### src/rtl/scard_activation_seq.sv
// scard_activation_seq: smart card power-up, clock start, RST release and ATR watch, plus timed deactivation
module scard_activation_seq #(
  parameter int VCC_DLY   = 64,
  parameter int RST_DLY   = 512,
  parameter int ATR_TMO   = 40000,
  parameter int DEACT_DLY = 8,
  parameter int CNT_W     = 16
) (
  input  logic       clk,
  input  logic       rst,
  input  logic       card_present,
  input  logic       act_req,
  input  logic       deact_req,
  input  logic       card_io_in,
  output logic       card_power_en,
  output logic       card_clk_en,
  output logic       card_rst_n,
  output logic       card_io_hold,
  output logic       active,
  output logic       atr_seen,
  output logic       timeout_err,
  output logic [2:0] state
);
  typedef enum logic [2:0] {
    IDLE     = 3'd0,
    PWR_UP   = 3'd1,
    CLK_ON   = 3'd2,
    ATR_WAIT = 3'd3,
    ACTIVE   = 3'd4,
    DEACT    = 3'd5
  } state_t;
  localparam logic [CNT_W-1:0] L_VCC  = CNT_W'(VCC_DLY - 1);
  localparam logic [CNT_W-1:0] L_RST  = CNT_W'(RST_DLY - 1);
  localparam logic [CNT_W-1:0] L_ATR  = CNT_W'(ATR_TMO - 1);
  localparam logic [CNT_W-1:0] L_D1   = CNT_W'(DEACT_DLY);
  localparam logic [CNT_W-1:0] L_D2   = CNT_W'(2 * DEACT_DLY);
  localparam logic [CNT_W-1:0] L_D3   = CNT_W'(3 * DEACT_DLY);
  localparam logic [CNT_W-1:0] L_DEND = CNT_W'(4 * DEACT_DLY - 1);
  state_t           r_state, w_next;
  logic [CNT_W-1:0] r_cnt;
  logic [2:0]       r_sync;
  logic             r_tmo;
  logic             w_abort, w_fall, w_start, w_tmo_hit, w_deact;
  // r_sync[1] is the synchronized I/O level, r_sync[2] its value one cycle earlier
  assign w_fall    = r_sync[2] & ~r_sync[1];
  assign w_abort   = deact_req | ~card_present;
  assign w_start   = (r_state == IDLE) & act_req & card_present;
  assign w_tmo_hit = (r_state == ATR_WAIT) & ~w_abort & ~w_fall & (r_cnt == L_ATR);
  assign w_deact   = (r_state == DEACT);
  always_comb begin
    w_next = r_state;
    unique case (r_state)
      IDLE:     w_next = w_start ? PWR_UP : IDLE;
      PWR_UP:   w_next = w_abort ? DEACT : (r_cnt == L_VCC) ? CLK_ON : PWR_UP;
      CLK_ON:   w_next = w_abort ? DEACT : (r_cnt == L_RST) ? ATR_WAIT : CLK_ON;
      ATR_WAIT: w_next = w_abort ? DEACT : w_fall ? ACTIVE : (r_cnt == L_ATR) ? DEACT : ATR_WAIT;
      ACTIVE:   w_next = w_abort ? DEACT : ACTIVE;
      DEACT:    w_next = (r_cnt == L_DEND) ? IDLE : DEACT;
      default:  w_next = IDLE;
    endcase
  end
  always_ff @(posedge clk or posedge rst) begin
    if (rst) begin
      r_state <= IDLE;
      r_cnt   <= '0;
      r_sync  <= 3'b111;
      r_tmo   <= 1'b0;
    end else begin
      r_state <= w_next;
      r_cnt   <= (w_next != r_state) ? '0 : (&r_cnt) ? r_cnt : r_cnt + 1'b1;
      r_sync  <= {r_sync[1:0], card_io_in};
      r_tmo   <= w_tmo_hit ? 1'b1 : w_start ? 1'b0 : r_tmo;
    end
  end
  assign card_power_en = (r_state inside {PWR_UP, CLK_ON, ATR_WAIT, ACTIVE}) | (w_deact & (r_cnt < L_D3));
  assign card_clk_en   = (r_state inside {CLK_ON, ATR_WAIT, ACTIVE}) | (w_deact & (r_cnt < L_D1));
  assign card_rst_n    = (r_state inside {ATR_WAIT, ACTIVE});
  assign card_io_hold  = (r_state == IDLE) | (w_deact & (r_cnt >= L_D2));
  assign active        = (r_state == ACTIVE);
  assign atr_seen      = (r_state == ACTIVE) & (r_cnt == '0);
  assign timeout_err   = r_tmo;
  assign state         = r_state;
endmodule

### config.mk
export PLATFORM = sky130hd
export DESIGN_NAME = scard_activation_seq
export DESIGN_NICKNAME = d
export VERILOG_FILES = /design/src/rtl/scard_activation_seq.sv
export SDC_FILE = /design/constraint.sdc
export NUM_CORES = 1
export LEC_CHECK = 0
export BUFFER_PORTS_ARGS = -buffer_cell sky130_fd_sc_hd__buf_2
export CORE_MARGIN = 2
export CORE_UTILIZATION = 42
export CTS_BUF_LIST = sky130_fd_sc_hd__clkbuf_8
export CTS_CLUSTER_SIZE = 16
export DETAILED_ROUTE_END_ITERATION = 10
export GPL_TIMING_DRIVEN = 0
export MAX_ROUTING_LAYER = met4
export PLACE_DENSITY = 0.56
export SETUP_SLACK_MARGIN = 0.02
export SYNTH_ARGS = -nofsm -noshare
export SYNTH_HDL_FRONTEND = slang
export SYNTH_SLANG_ARGS = --single-unit
### constraint.sdc
create_clock -name clk -period 3 [get_ports clk]
set_input_delay 0.6 -clock clk [delete_from_list [all_inputs] [get_ports clk]]
set_output_delay 0.6 -clock clk [all_outputs]
set_load 0.01 [all_outputs]
==> results.sh <==
export IMPL_syn_avg_cell_area_um2=9.073
export IMPL_cp_top_family="simple AND/OR/NAND/NOR gates"
export IMPL_ir_drop_mv=0.2471
export IMPL_max_stage_delay_ps=450
export IMPL_grt_pass1_vias=1246
export IMPL_viasPerCell=5.443
export IMPL_p_seq_share_pct=33.9
export IMPL_synthToLayoutAreaGrowth_pct=12.35
export IMPL_diodes=0
export IMPL_worstPathCellList="nor4_2 > nand3_2 > or3_1 > o21ai_0 > nand2_1 > mux2i_1 > buf_2"
export IMPL_path_max_fanout=6
export IMPL_final_cells=228
export IMPL_critPathArrivalTime_ps=2180
export IMPL_clk_insertion_delay_late_ps=270
export IMPL_max_cap_violations=0
export IMPL_cts_made_buffers=3
export IMPL_cp_num_buf_inv=1
export IMPL_antenna_found_initial=0
export IMPL_drive_gt1_share_pct=22.53
export IMPL_drc=0
export IMPL_finalMaxSlewViolations=0
export IMPL_vias=1241
export IMPL_ys_warnings_count=0
export IMPL_final_cell_mix="nor2_1 (21), dfrtp_1 (20), buf_2 (19)"
export IMPL_switching_power_mw=0.4482
export IMPL_cts_path_max_buffers=2
export IMPL_tightest_slew_ps=904.2
export IMPL_port_buffers=15
export IMPL_final_core_util_pct=49.40
export IMPL_whs_ps=361.6
export IMPL_grt_ovfl_total=0
export IMPL_placed_cells=224
export IMPL_die_width_um=63.34
export IMPL_clkPwrFrac_pct=17.2
export IMPL_sw_frac_of_total_pct=39.77
export IMPL_finalSetupViolations=0
export IMPL_netlist_instances=163
export IMPL_drt_wirelength_per_cell_um=14.48
export IMPL_p_leak_nw=0.6872
export IMPL_ios=16
export IMPL_path_clk_slew_ps=80
export IMPL_ys_ff_latch=23
export IMPL_gp_congestion=0.8013
export IMPL_finalCritPeriodShare_pct=92.63
export IMPL_start_util_pct=43.97
export IMPL_min_period_ps=2779
export IMPL_wirelength_um=3302
export IMPL_dieArea_um2=4012
export IMPL_ys_seq_area_share_pct=39.17
export IMPL_seq_area_um2=579.3
export IMPL_syn_cell_area_um2=1479
export IMPL_first_iter_violations=71
export IMPL_dr_pass1_iters=4
export IMPL_multi_input_area_um2=815.8
export IMPL_grt_pass1_wl_um=5727
export IMPL_startpoint_type="flop"
export IMPL_cp_required_ps=2400
export IMPL_clockRootBuffer="clkbuf_8"
export IMPL_htree_levels=1
export IMPL_finalInstanceArea_um2=1662
export IMPL_postRouteAntennaNets=0
export IMPL_row_count=21
export IMPL_final_nets=191
export IMPL_cts_num_sinks=23
export IMPL_hold_viol=0
export IMPL_cts_setup_buffers=0
export IMPL_rsz0062_at_grt="false"
export IMPL_core_um2=3363
export IMPL_internal_power_mw=0.6788
export IMPL_hpwl_um=2382
export IMPL_hold_path_class="reg2reg"
export IMPL_relSlewSlack_pct=39.65
export IMPL_end_kind="primary output"
export IMPL_die_y_um=63.34
export IMPL_slowest_stage="dfrtp_1"
export IMPL_fmax_mhz=359.9
export IMPL_fin_skew_ps=3.694
export IMPL_path_class="reg2out"
export IMPL_track_usage_pct=18.40
export IMPL_syn_nets=171
export IMPL_yosysUniqueCellTypes=49
export IMPL_p_comb_share_pct=48.9
export IMPL_setup_tns_ps=0
export IMPL_status="finished clean"
export IMPL_final_common_cell="nor2_1"
export IMPL_cts_tree="yes"
export IMPL_post_dp_cell_area_um2=1612
export IMPL_grt_max_degree=24
export IMPL_p_per_area_nw_per_um2=678.2
export IMPL_n_fill_cell=339
## state kept, by name (all words and copies together), names as in the netlist
signal and cells:
r_cnt 16, r_sync 3, timeout_err 1, state 3
## layer usage
metal / up-vias / wire length, µm / GRT usage [%]
li1: 624 / - / -
met1: 588 / 1590 / 25.14
met2: 24 / 1553 / 28.42
met3: 5 / 111 / 2.143
met4: 0 / 47 / 6.250
met5: - / 0 / -
## synthesized netlist by cell type, drive strengths merged
| library cell | count | area, µm² |
|---|---|---|
| and3 | 3 | 28.78 |
| and4 | 2 | 17.52 |
| or4b | 1 | 10.01 |
| or2 | 1 | 6.260 |
| o21ai | 8 | 40.04 |
| mux2i | 1 | 10.01 |
| a221o | 1 | 10.01 |
| dfrtp | 20 | 500.5 |
| nand2 | 17 | 63.81 |
| nor2b | 1 | 6.260 |
| nand3b | 1 | 7.510 |
| o311ai | 1 | 8.760 |
| a21boi | 2 | 15.01 |
| a21oi | 4 | 23.77 |
| or3 | 3 | 20.02 |
| o21a | 1 | 7.510 |
| o31a | 2 | 17.52 |
| buf | 8 | 70.07 |
| a41oi | 1 | 8.760 |
| a221oi | 1 | 8.760 |
| xor2 | 5 | 43.79 |
| xnor2 | 9 | 78.83 |
| or4 | 1 | 7.510 |
| nor3 | 8 | 50.05 |
| and2b | 3 | 22.52 |
| nand2b | 1 | 6.260 |
| nor2 | 22 | 85.09 |
| nand3 | 8 | 45.04 |
| ha | 2 | 25.02 |
| nand4 | 5 | 31.28 |
| nor3b | 1 | 7.510 |
| and2 | 1 | 6.260 |
| a2111oi | 6 | 60.05 |
| dfstp | 3 | 78.83 |
| inv | 5 | 18.77 |
| a31oi | 2 | 12.51 |
| nor4 | 2 | 18.77 |
## cell families after synthesis
logic type	count (synthesis)	share of synthesized area, %
simple gates	81	29.78
fa+ha+maj	2	1.692
xor+xnor	14	8.291
mux	1	0.6768
compound gates	29	14.38
buf+inv	13	6.007
flops	23	39.17
## power by group through the flow
stage	sequential, mW	combinational [mW]	clock, mW
after floorplan	0.385	0.405	0
after global placement	0.386	0.544	0
final	0.382	0.551	0.194
after CTS	0.381	0.555	0.203
after global routing	0.387	0.607	0.213
after detailed placement	0.387	0.552	0
## timing repair
action | in CTS | in global routing
hold buffers | 0 | 0
setup endpoints to repair | 0 | 1
resized for setup | 0 | 1
## layout make-up
type | count | area share, %
Sequential cell | 23 | 34.86
Inverter | 5 | 1.130
Tap cell | 46 | 3.464
Clock buffer | 3 | 2.485
Multi-Input combinational cell | 127 | 49.10
Buffer | 8 | 4.217
Clock inverter | 1 | 0.2259
Timing Repair Buffer | 15 | 4.518
## path summary, 6_finish.rpt
path | to | depth (start not counted) | slack, ps | startpoint
worst max-delay path | card_clk_en | 7 | 220 | r_cnt[10]
worst min-delay path | r_sync[1] | 0 | 360 | r_sync[0]
worst max register to register | r_cnt[9] | 8 | 390 | r_cnt[0]
worst min register to register | r_sync[1] | 0 | 360 | r_sync[0]
max in group asynchronous | state[0] | 2 | 1930 | rst
min in group asynchronous | timeout_err | 2 | 510 | rst
## stage by stage
| step | total power [mW] | setup slack (ps) |
|---|---|---|
| after floorplan | 0.7902 | 755.9 |
| after global placement | 0.9294 | 426.0 |
| after detailed placement | 0.9386 | 464.5 |
| after CTS | 1.139 | 170.3 |
| after global routing | 1.206 | 44.74 |
| final | 1.127 | 221.1 |
(Power assumes the default switching activity.)
